--- src/rtl/axi_w_fifo_drain.sv ---
// Drains packed {WDATA, WSTRB, WLAST} words from the S_W async FIFO read side onto an AXI4 W channel.
// Beats are metered by queued AW burst lengths; WLAST is regenerated from the length and mismatches are flagged.
module axi_w_fifo_drain #(
    parameter int DATA_W = 32,
    parameter int LEN_W  = 4,
    localparam int STRB_W = DATA_W / 8,
    localparam int FW     = DATA_W + STRB_W + 1
) (
    input  logic              clk,
    input  logic              rst,
    input  logic [FW-1:0]     fifo_rdata,
    input  logic              fifo_rempty,
    output logic              fifo_rpop,
    input  logic              aw_fire,
    input  logic [LEN_W-1:0]  aw_len,
    output logic              aw_room,
    output logic [DATA_W-1:0] WDATA_S,
    output logic [STRB_W-1:0] WSTRB_S,
    output logic              WLAST_S,
    output logic              WVALID_S,
    input  logic              WREADY_S,
    output logic              wlast_err
);

    logic [LEN_W-1:0] lq_mem [2];
    logic             lq_rd;
    logic             lq_wr;
    logic [1:0]       lq_cnt;

    logic [FW-1:0]    buf_mem [2];
    logic             buf_rd;
    logic             buf_wr;
    logic [1:0]       buf_cnt;

    logic [LEN_W-1:0] beat_cnt;
    logic [LEN_W-1:0] lq_head;
    logic             is_last;
    logic             lq_push;
    logic             lq_pop;
    logic             accept;
    logic [FW-1:0]    buf_head;

    // Pop decision depends only on registered occupancy, never on WREADY_S.
    always_comb begin
        lq_head   = lq_mem[lq_rd];
        is_last   = (beat_cnt == lq_head);
        aw_room   = (lq_cnt != 2'd2);
        fifo_rpop = !fifo_rempty && (lq_cnt != 2'd0) && (buf_cnt != 2'd2);
        lq_push   = aw_fire && aw_room;
        lq_pop    = fifo_rpop && is_last;
        accept    = WVALID_S && WREADY_S;
    end

    always_ff @(posedge clk or posedge rst) begin
        if (rst) begin
            lq_mem[0] <= '0;
            lq_mem[1] <= '0;
            lq_rd     <= 1'b0;
            lq_wr     <= 1'b0;
            lq_cnt    <= 2'd0;
        end else begin
            if (lq_push) begin
                lq_mem[lq_wr] <= aw_len;
                lq_wr         <= ~lq_wr;
            end
            if (lq_pop) begin
                lq_rd <= ~lq_rd;
            end
            case ({lq_push, lq_pop})
                2'b10:   lq_cnt <= lq_cnt + 2'd1;
                2'b01:   lq_cnt <= lq_cnt - 2'd1;
                default: lq_cnt <= lq_cnt;
            endcase
        end
    end

    always_ff @(posedge clk or posedge rst) begin
        if (rst) begin
            beat_cnt  <= '0;
            wlast_err <= 1'b0;
        end else begin
            wlast_err <= fifo_rpop && (fifo_rdata[0] != is_last);
            if (fifo_rpop) begin
                beat_cnt <= is_last ? '0 : beat_cnt + 1'b1;
            end
        end
    end

    // Stored WLAST is the length-derived value, not the FIFO's bit.
    always_ff @(posedge clk or posedge rst) begin
        if (rst) begin
            buf_mem[0] <= '0;
            buf_mem[1] <= '0;
            buf_rd     <= 1'b0;
            buf_wr     <= 1'b0;
            buf_cnt    <= 2'd0;
        end else begin
            if (fifo_rpop) begin
                buf_mem[buf_wr] <= {fifo_rdata[FW-1:1], is_last};
                buf_wr          <= ~buf_wr;
            end
            if (accept) begin
                buf_rd <= ~buf_rd;
            end
            case ({fifo_rpop, accept})
                2'b10:   buf_cnt <= buf_cnt + 2'd1;
                2'b01:   buf_cnt <= buf_cnt - 2'd1;
                default: buf_cnt <= buf_cnt;
            endcase
        end
    end

    always_comb begin
        buf_head = buf_mem[buf_rd];
        WDATA_S  = buf_head[FW-1:STRB_W+1];
        WSTRB_S  = buf_head[STRB_W:1];
        WLAST_S  = buf_head[0];
        WVALID_S = (buf_cnt != 2'd0);
    end

endmodule

--- config.mk ---
export PLATFORM = sky130hd
export DESIGN_NAME = axi_w_fifo_drain
export DESIGN_NICKNAME = d
export VERILOG_FILES = /design/src/rtl/axi_w_fifo_drain.sv
export SDC_FILE = /design/constraint.sdc
export NUM_CORES = 1
export LEC_CHECK = 0
export CORE_UTILIZATION = 25
export DETAILED_ROUTE_END_ITERATION = 10
export PLACE_DENSITY = 0.44
export SLEW_MARGIN = 15
export SYNTH_ARGS = -nofsm -noshare
export SYNTH_HDL_FRONTEND = slang
export SYNTH_SLANG_ARGS = --single-unit
--- constraint.sdc ---
create_clock -name clk -period 7.22 [get_ports clk]
set_clock_uncertainty 0.1 [all_clocks]
set_input_delay 1.083 -clock clk [delete_from_list [all_inputs] [get_ports clk]]
set_output_delay 1.083 -clock clk [all_outputs]
set_load 0.01 [all_outputs]
-- After elaboration in Yosys (flattened, before gate mapping)
Cells that the tools add are included.
- memory bits (writable): 0
- output and inout port bits: 41
- register bits: 95
- bits in read-only memories: 0
- memories kept: 0
- bits of input ports: 46
- bits in latches: 0
- word-level logic and storage cells: 67
- muxes and demuxes: 15
- bitwise operators: 8
- equality and inequality tests: 8
- multipliers: 0
- magnitude comparators: 6
- $add $sub $neg: 5
- divide/modulo/power cells: 0
- shift operators: 0
- reductions and logical operators: 13
- operators with widths (cell ; count):
    37-bit 2-to-1 mux ; 4
    74-bit bitwise mux ; 1
    37-bit demux with 1-bit select ; 1
    4-bit 2-to-1 mux ; 5
    8-bit bitwise mux ; 1
    2-bit >= comparator (second input constant) ; 4
    1-bit logical AND ; 8
    1-bit NOT with 2-bit output ; 4
    2-bit one-hot mux with 2 select lines ; 2
    2-bit nonzero test ; 4
    2-bit by 1-bit adder with 2-bit output (second input constant) ; 2
    4-bit by 1-bit adder with 4-bit output (second input constant) ; 1
    4-bit demux with 1-bit select ; 1
    2-bit by 1-bit equality test with 1-bit output (second input constant) ; 2
    2-bit equality test (second input constant) ; 2
    4-bit equality test ; 1
    2-bit by 1-bit less-than comparator with 1-bit output (second input constant) ; 2
    2-bit inequality test (second input constant) ; 2
    1-bit NOT ; 4
    2-bit by 1-bit subtractor with 2-bit output (second input constant) ; 2
    1-bit zero test ; 1
    1-bit inequality test ; 1

-- Depth between registers and ports, before layout
Gate-level depths: netlist (run 1).
- word-level depth: 8
- mapped depth: 9
- depth with buffers taken out: 8

-- Worst setup path after synthesis (run 1)
Ideal clock, no wire load.
- path kind: input -> output
- start point: input fifo_rempty
- end point: output fifo_rpop
- slack: 4.468 ns
- path buffers: 0
- arrival: 1.569 ns
- cell stages on the path: 2
- cell sequence: or3_1 > inv_2
- longest elaborated chain between the ends: 3
- RTL lines (what ; RTL line ; source):
    start, declared ; 12 ; input logic fifo_rempty,
    1-bit zero test ; 48 ; fifo_rpop = !fifo_rempty && (lq_cnt != 2'd0) && (buf_cnt != 2'd2);
    1-bit logical AND (2 in series) ; 48 ;
    end, declared ; 13 ; output logic fifo_rpop,
Every way passes these cells.

-- Worst setup path after layout (run 1)
Same ends and word-level chain as after synthesis.

==> metrics.md, run 1 <==
| Metric | Value |
|---|---|
| Hold Fails Final Rpt | `0` |
| Post-CTS Setup Bufs | `0` |
| Max-cap violations | `0` |
| H-Tree Level Count | `3` |
| Clk_lat worst skew | `0.34 ns` |
| Fin cells | `590` |
| Final setup viols | `0` |
| Core Region | `0.0166 mm^2` |
| CP Buf/Inv Count | `3` |
| Syn nets | `329` |
| Initial Utilization | `0.255` |
| Site Rows | `47` |
| Boundary Pins | `87` |
| Synth area leader | `dfrtp_1` |
| Mapped Cells | `280` |
| Drt pass-1 iters | `4` |
| Routed WL | `9150 um` |
| Residual DRC | `0` |
| Critical Path RT | `6.04 ns` |
| Sequential area share after synthesis | `0.562` |
| Relative slew slack | `0.291` |
| Crit path launch | `fifo_rempty` |
| Pwr Total | `2680 uW` |
| Yosys top cell area share | `0.562` |
| Met2 usage | `0.190` |
| LEAKAGE | `0.00224 uW` |
| Async SR Flop Fraction | `1.00` |
| Vias after detailed routing | `2,497` |
| Yosys reg bits | `95` |
| DRT antenna net count | `0` |
| Internal reg-to-reg setup slack | `4.47 ns` |
| Status | `completed` |
| Crit path DAT | `2.80 ns` |
| TritonCTS clock tree | `yes` |
| Fin nets | `414` |
| Maximum fanout along the worst path | `11` |
| HPWL Detailed | `5730 um` |
| R2R depth | `5` |
| Vias in the first global route | `2,730` |
| Synth cell count leaders | `mux2_2, dfrtp_1, xnor2_1` |
| Most Crowded Layer GR | `met2` |
| Worst Setup Start Kind | `primary input` |
| Fin area | `0.00555 mm^2` |
| Antenna cells | `0` |
| Initial DRC count | `59` |
| Maximum vdd drop | `0.000168 V` |
| Die area | `0.0175 mm^2` |
| Routed len/inst | `15.5 um` |
| Routability-driven placement congestion ratio | `0.687` |
| Buffers on Ports | `86` |
| Ys Warns | `0` |
| Cts repair resizes | `0` |
| Ys flop type | `dfrtp_1` |
| RSZ-0062 raised after global routing | `no` |
| Critical Path End Type | `primary output` |
| Total grt overflow | `0` |
| Count of cell types in the netlist | `31` |
| Initial antenna violation count | `0` |
| Hold crit path type | `reg2reg` |
| Share of post-route cells with drive strength above 1 | `0.384` |
| Root buffer cell | `clkbuf_16` |
| Top cell family by delay on the critical path | `buffers and inverters` |
| Fmax achieved | `251 MHz` |
| CP peak stage delay | `0.60 ns` |
| Critical path type | `in2out` |
| Hold endpoint | `buf_cnt[1]` |
| Most frequent cell after synthesis | `mux2_2` |
| Placed Cells | `574` |
| Clock transition at path regs | `0.06 ns` |
| Cell breakdown of the critical path | `clkdlybuf4s50_1, or3_1, inv_2, clkdlybuf4s50_1` |
| Hold Path Origin | `buf_cnt[1]` |
| CP max-delay cell | `or3_1` |
| R2R Path Start | `lq_cnt[0]` |
| PwrDens | `482 mW/mm^2` |
| CTS Buffer Depth | `2` |
| Die Ht | `132 um` |
| Clk sinks | `95` |
| Largest net degree at the start of global routing | `53` |
| Avg Inst Size Synth | `15.1 um^2` |
| Most used cell, CP | `clkdlybuf4s50_1` |
| Met3 Use GR | `0.0238` |
| Post-synth EDFFs | `0` |
| Total GRT Usage | `0.117` |
| Post-DP Area | `0.00528 mm^2` |
| Worst Tran Pin Value | `1.06 ns` |
| Cts hold-fix bufs | `0` |
| Area Overhead vs Synth | `31.2%` |
| Via/cell ratio | `4.23` |
| Met1 GRT Util | `0.144` |
| Worst r2r dst | `buf_mem[4]` |
| Pins Over Slew Limit | `0` |
| Top cells by area, synth | `dfrtp_1, mux2_2, xnor2_1, buf_6, mux2i_1` |
| Hold-critical path depth | `1` |
| Cell area after synthesis | `0.00423 mm^2` |
| Fin crit share | `0.552` |
| First-pass GRT wire length | `15,200 um` |
| Die X | `132 um` |
| Cts bufs inserted | `9` |
| Final Hold Slack | `0.386 ns` |
| Minimum clock period | `3.98 ns` |
| Setup TNS | `0 ns` |
-- layout make-up --
type	instances	area, um^2
timing repair buffer	87	868
clock inverter	3	17.5
sequential	95	2380
clock buffer	13	260
inverter	2	10.0
fill	1646	11000
multi-input combinational	170	1740
tap	220	275
-- state kept, by name, summed over array words and instances (netlist names) --
| name | count |
|---|---|
| lq_cnt | 2 |
| buf_wr | 1 |
| lq_wr | 1 |
| wlast_err | 1 |
| buf_mem | 74 |
| lq_mem | 8 |
| lq_rd | 1 |
| beat_cnt | 4 |
| buf_rd | 1 |
| buf_cnt | 2 |
-- worst reg2reg max path, delay by kind of cell, from the launching register on --
kind	cells	cell delay [ns]
simple gates	3	1.51
mux	1	0.44
flops	1	0.41
buf+inv	1	0.17
-- cell usage in the layout (no fill, tap or decap) --
master and count:
mux2i_1 4, and2_2 1, nand2_1 4, and2_1 1
clkbuf_8 2, buf_4 1, o21ai_0 3, nor2b_1 1
nor4_4 1, nor2_1 5, and2_4 1, clkbuf_1 2
xnor2_1 11, mux2_1 1, dfrtp_2 1, nor2_8 1
xor2_2 1, a21o_1 2, or3_1 1, a21oi_1 1
nor3_1 2, mux2_2 118, clkinv_2 2, inv_4 1
dfrtp_1 94, clkdlybuf4s50_1 86, inv_2 1, or2_2 1
ha_1 3, clkbuf_16 9, xor2_1 3, nor4b_1 1
clkinvlp_4 1, nand3_1 2, nand2b_1 1
-- kinds of logic (layout without fill, tap and decap cells) --
group,Yosys count,in the layout,share of synthesized area
flops,95,95,0.562
compound gates,6,6,0.00827
fa+ha+maj,3,3,0.00887
xor+xnor,15,15,0.0328
simple gates,23,23,0.0355
buf+inv,15,105,0.0269
mux,123,123,0.326
-- layer usage --
layer  wire [um]  part of all wire
met1        4130              0.45
met2        4520              0.49
met3         289             0.032
met4         213             0.023
met5           0                 0
-- worst max path at each step --
| stage | to | depth (start not counted) |
|---|---|---|
| 4_1_cts | fifo_rpop | 4 |
| 3_5_place_dp | fifo_rpop | 4 |
| 6_report | fifo_rpop | 4 |
| 3_3_place_gp | fifo_rpop | 4 |
| 5_1_grt | fifo_rpop | 4 |
| 2_1_floorplan | beat_cnt[0] | 1 |
-- per-stage QoR --
step | setup WS [ns] | utilization
after floorplan | 3.56 | -
after global placement | 3.23 | 0.318
after detailed placement | 3.22 | 0.318
after CTS | 3.22 | 0.335
after global routing | 3.14 | 0.335
final | 3.24 | 0.335
-- report_power, final --
part | leakage [uW] | switching [uW] | internal [uW]
Combinational | 0.000983 | 442 | 780
Clock | 0.000136 | 201 | 252
Sequential | 0.00112 | 195 | 806
Power figures use the tool's default switching activity.
==> run 2: changes to the inputs <==
==> constraint.sdc (replaced) <==
create_clock -name clk -period 3.8 [get_ports clk]
set_clock_uncertainty 0.1 [all_clocks]
set_input_delay 0.57 -clock clk [delete_from_list [all_inputs] [get_ports clk]]
set_output_delay 0.57 -clock clk [all_outputs]
set_load 0.01 [all_outputs]
==> metrics.md, run 2 (synthesized netlist as in run 1, its figures left out) <==
| Metric | Value |
|---|---|
| Status | `completed` |
| Die X | `132 um` |
| CP Buf/Inv Count | `3` |
| Worst r2r dst | `lq_cnt[1]` |
| Post-CTS Setup Bufs | `0` |
| Top flop regs | `buf_mem x74, lq_mem x8, beat_cnt x4` |
| Clk sinks | `95` |
| Area of the multi-input gates | `0.00174 mm^2` |
| CP peak stage delay | `0.60 ns` |
| Max-cap violations | `0` |
| Routed WL | `8980 um` |
| Total grt overflow | `0` |
| TritonCTS clock tree | `yes` |
| R2R depth | `7` |
| Post-DP Area | `0.00533 mm^2` |
| Buffers on Ports | `86` |
| DR top layer | `met4` |
| Fillers | `1,651` |
| DRT antenna net count | `0` |
| R2R Path Start | `lq_rd` |
| Antenna cells | `0` |
| Initial antenna violation count | `0` |
| Via/cell ratio | `4.13` |
| Max reg flops | `74` |
| Relative slew slack | `0.384` |
| Hold Path Origin | `buf_cnt[1]` |
| Commonest cells after routing, fill and taps aside | `mux2_2, dfrtp_1, clkdlybuf4s50_1, xnor2_1, clkbuf_16` |
| Internal reg-to-reg setup slack | `1.35 ns` |
| LEAKAGE | `0.00229 uW` |
| Critical Path RT | `3.13 ns` |
| Top reg by flops | `buf_mem` |
| Crit path DAT | `2.30 ns` |
| Maximum vdd drop | `0.000273 V` |
| Routed len/inst | `15.1 um` |
| CP max-delay cell | `or3_1` |
| Minimum clock period | `2.97 ns` |
| Leading cell type in the layout, fill and taps excluded | `mux2_2` |
| PwrDens | `914 mW/mm^2` |
| Drt pass-1 iters | `3` |
| H-Tree Level Count | `3` |
| Share of post-route cells with drive strength above 1 | `0.399` |
| Critical Path End Type | `primary output` |
| Met2 WL | `4150 um` |
| Die Ht | `132 um` |
| Hold-critical path depth | `1` |
| Worst Setup Start Kind | `primary input` |
| Cell breakdown of the critical path | `clkdlybuf4s50_1, or3_1, inv_2, clkdlybuf4s50_1` |
| Hold crit path type | `reg2reg` |
| Vias in the first global route | `2,730` |
| First-pass GRT wire length | `15,100 um` |
| Fin nets | `420` |
| Site Rows | `47` |
| RSZ-0062 raised after global routing | `no` |
| Largest net degree at the start of global routing | `72` |
| Die area | `0.0175 mm^2` |
| Area Overhead vs Synth | `32.7%` |
| Initial Utilization | `0.255` |
| HPWL Detailed | `6030 um` |
| CTS Buffer Depth | `2` |
| Wl on met1 | `4330 um` |
| Hold endpoint | `buf_cnt[1]` |
| Clk_lat worst skew | `0.34 ns` |
| Cts bufs inserted | `9` |
| Residual DRC | `0` |
| Fmax achieved | `336 MHz` |
| Maximum fanout along the worst path | `11` |
| Hold Fails Final Rpt | `0` |
| Setup TNS | `0 ns` |
| Storage cell area | `0.00238 mm^2` |
| Core Region | `0.0166 mm^2` |
| Fin crit share | `0.783` |
| Initial DRC count | `77` |
| Boundary Pins | `87` |
| Routability-driven placement congestion ratio | `0.694` |
| Most used cell, CP | `clkdlybuf4s50_1` |
| Total GRT Usage | `0.114` |
| Worst Tran Pin Value | `0.924 ns` |
| Pins Over Slew Limit | `0` |
| Final setup viols | `0` |
| Clock transition at path regs | `0.06 ns` |
| Fin area | `0.00562 mm^2` |
| Root buffer cell | `clkbuf_16` |
| Top cell family by delay on the critical path | `buffers and inverters` |
| Cts hold-fix bufs | `0` |
| Metal3 WL | `309 um` |
| Critical path type | `in2out` |
| Cts repair resizes | `0` |
| Vias after detailed routing | `2,464` |
[run 2: cell types whose count changed in the layout (fill, tap and decap cells not counted), sizes merged]
cell	delta
clkinv	+3
clkbuf	-2
buf	+6
clkinvlp	-1
[run 2: final cells by class]
type	count	share of cell area
Multi-Input combinational cell	170	0.310
Tap cell	220	0.0490
Sequential cell	95	0.423
Clock buffer	11	0.0450
Timing Repair Buffer	93	0.165
Inverter	2	0.00178
Clock inverter	5	0.00579
[run 2: power by group]
| group | internal (uW) | switching [uW] |
|---|---|---|
| Clock | 478 | 387 |
| Combinational | 1510 | 925 |
| Sequential | 1530 | 299 |
[run 2: metal layers]
| layer | vias up | track usage |
|---|---|---|
| met5 | - | 0 |
| met4 | 0 | 0.0601 |
| met3 | 13 | 0.0246 |
| met2 | 53 | 0.175 |
| met1 | 1225 | 0.151 |
| li1 | 1173 | - |
[run 2: how the worst max path moves through the flow]
stage	start	to	slack [ns]	depth (start not counted)
6_report	fifo_rempty	fifo_rpop	0.83	4
2_1_floorplan	rst	beat_cnt[0]	0.65	1
3_5_place_dp	fifo_rempty	fifo_rpop	0.80	4
3_3_place_gp	fifo_rempty	fifo_rpop	0.81	4
4_1_cts	fifo_rempty	fifo_rpop	0.80	4
5_1_grt	fifo_rempty	fifo_rpop	0.74	4
[run 2: metrics by stage]
step | power, uW | hold slack [ns] | cells | utilization | setup slack [ns]
6_report | 5140 | 0.381 | 596 | 0.339 | 0.825
3_5_place_dp | 4350 | 0.370 | 580 | 0.322 | 0.799
5_1_grt | 5510 | 0.412 | 596 | 0.339 | 0.741
3_3_place_gp | 4310 | 0.364 | 580 | 0.322 | 0.813
2_1_floorplan | 3360 | 0.347 | 280 | - | 0.653
4_1_cts | 5250 | 0.384 | 596 | 0.339 | 0.798
==> run 3: changes to the inputs <==
==> constraint.sdc (replaced) <==
create_clock -name clk -period 2.9 [get_ports clk]
set_clock_uncertainty 0.1 [all_clocks]
set_input_delay 0.435 -clock clk [delete_from_list [all_inputs] [get_ports clk]]
set_output_delay 0.435 -clock clk [all_outputs]
set_load 0.01 [all_outputs]
==> metrics.md, run 3 (synthesized netlist as in run 1, its figures left out) <==
| Metric | Value |
|---|---|
| Status | `completed` |
| Net Sw Frac | `0.301` |
| Crit path DAT | `2.10 ns` |
| DR top layer | `met4` |
| Die Ht | `132 um` |
| Pint | `4930 uW` |
| Switching pwr | `2120 uW` |
| CTS Buffer Depth | `2` |
| Clock transition at path regs | `0.07 ns` |
| Clk sinks | `95` |
| Fin cells | `600` |
| Worst Tran Pin Value | `0.637 ns` |
| TritonCTS clock tree | `yes` |
| Vias after detailed routing | `2,507` |
| Internal reg-to-reg setup slack | `0.73 ns` |
| Buffers on Ports | `86` |
| Clock share of power | `0.195` |
| PwrDens | `1220 mW/mm^2` |
| Root buffer cell | `clkbuf_16` |
| Share of post-route cells with drive strength above 1 | `0.403` |
| First-pass GRT wire length | `15,200 um` |
| Seq pwr share | `0.343` |
| Fin crit share | `0.907` |
| Boundary Pins | `87` |
| Worst Setup Start Kind | `register` |
| H-Tree Level Count | `3` |
| Final Worst Setup Slack | `0.269 ns` |
| Metal3 WL | `325 um` |
| Commonest cells after routing, fill and taps aside | `mux2_2, dfrtp_1, clkdlybuf4s50_1, xnor2_1, clkbuf_16` |
| Fin nets | `424` |
| Die area | `0.0175 mm^2` |
| Die X | `132 um` |
| Initial antenna violation count | `0` |
| Hold Fails Final Rpt | `0` |
| Setup TNS | `0 ns` |
| Leading cell type in the layout, fill and taps excluded | `mux2_2` |
| Final setup viols | `0` |
| Top flop regs | `buf_mem x74, lq_mem x8, beat_cnt x4` |
| Largest net degree at the start of global routing | `47` |
| RSZ-0062 raised after global routing | `no` |
| Top reg by flops | `buf_mem` |
| Critical Path End Type | `primary output` |
| Total GRT Usage | `0.115` |
| Combinational cell fraction of total power | `0.462` |
| Area Overhead vs Synth | `36.1%` |
| Pins Over Slew Limit | `0` |
| Placed Cells | `584` |
| Minimum clock period | `2.63 ns` |
| Maximum fanout along the worst path | `12` |
| Initial Utilization | `0.255` |
| HPWL Detailed | `6190 um` |
| Critical Path RT | `2.37 ns` |
| Relative slew slack | `0.574` |
| Cts bufs inserted | `9` |
| Wl on met1 | `4210 um` |
| Site Rows | `47` |
| Fmax achieved | `380 MHz` |
| Routed len/inst | `15.1 um` |
| Setup slack at placement | `0.343 ns` |
| Vias in the first global route | `2,843` |
| Maximum vdd drop | `0.000544 V` |
| Routability-driven placement congestion ratio | `0.687` |
| Initial DRC count | `61` |
| Max-cap violations | `0` |
| Met2 WL | `4290 um` |
| Cts repair resizes | `0` |
| Residual DRC | `0` |
| Clk_lat worst skew | `0.35 ns` |
| Core Region | `0.0166 mm^2` |
| Routed WL | `9030 um` |
| Cts hold-fix bufs | `0` |
| Max reg flops | `74` |
| Post-CTS Setup Bufs | `0` |
| Drt pass-1 iters | `3` |
| DRT antenna net count | `0` |
| Total grt overflow | `0` |
| Antenna cells | `0` |
| Hold crit path type | `reg2reg` |
| LEAKAGE | `0.00233 uW` |
| Via/cell ratio | `4.18` |
| Critical path type | `reg2out` |
-- run 3: area by class of cell --
cell class	instances	area (um^2)
Fill cell	1642	10800
Clock inverter	5	105
Tap cell	220	275
Clock buffer	11	243
Timing Repair Buffer	97	1010
Inverter	2	11.3
Multi-Input combinational cell	170	1740
Sequential cell	95	2380
-- run 3: final timing paths --
| kind | start | endpoint | cells after the start |
|---|---|---|---|
| max | buf_rd | WDATA_S[10] | 3 |
| min reg2reg | buf_cnt[1] | buf_cnt[1] | 1 |
| min | buf_cnt[1] | buf_cnt[1] | 1 |
| max in group asynchronous | rst | lq_rd | 3 |
| max reg2reg | lq_rd | lq_cnt[1] | 7 |
| min in group asynchronous | rst | buf_mem[53] | 2 |
-- run 3: metrics by stage --
| step | cell area (um^2) | hold WS (ns) | util | power, uW |
|---|---|---|---|---|
| 6_report | 5760 | 0.377 | 0.347 | 7050 |
| 5_1_grt | 5760 | 0.403 | 0.347 | 7550 |
| 4_1_cts | 5760 | 0.384 | 0.347 | 7200 |
| 3_5_place_dp | 5410 | 0.374 | 0.326 | 5770 |
| 3_3_place_gp | 5410 | 0.366 | 0.326 | 5720 |
| 2_1_floorplan | 4240 | 0.347 | - | 4410 |
-- run 3: worst max-delay path: stages, from the launching register on --
cell,delay (ns)
dfrtp_2,0.61
buf_4,0.29
mux2_2,0.36
clkdlybuf4s50_1,0.49
-- run 3: power groups by stage --
stage	combinational, uW	clock [uW]	sequential, uW
after floorplan	2120	0	2290
after global placement	3300	0	2420
after detailed placement	3320	0	2450
after CTS	3340	1430	2430
after global routing	3530	1500	2520
final	3250	1380	2420
-- run 3: per-layer routing --
metal  vias up  global-route usage
met1      1262               0.148
met4         0              0.0601
li1       1182                   -
met2        50               0.182
met5         -                   0
met3        13              0.0254
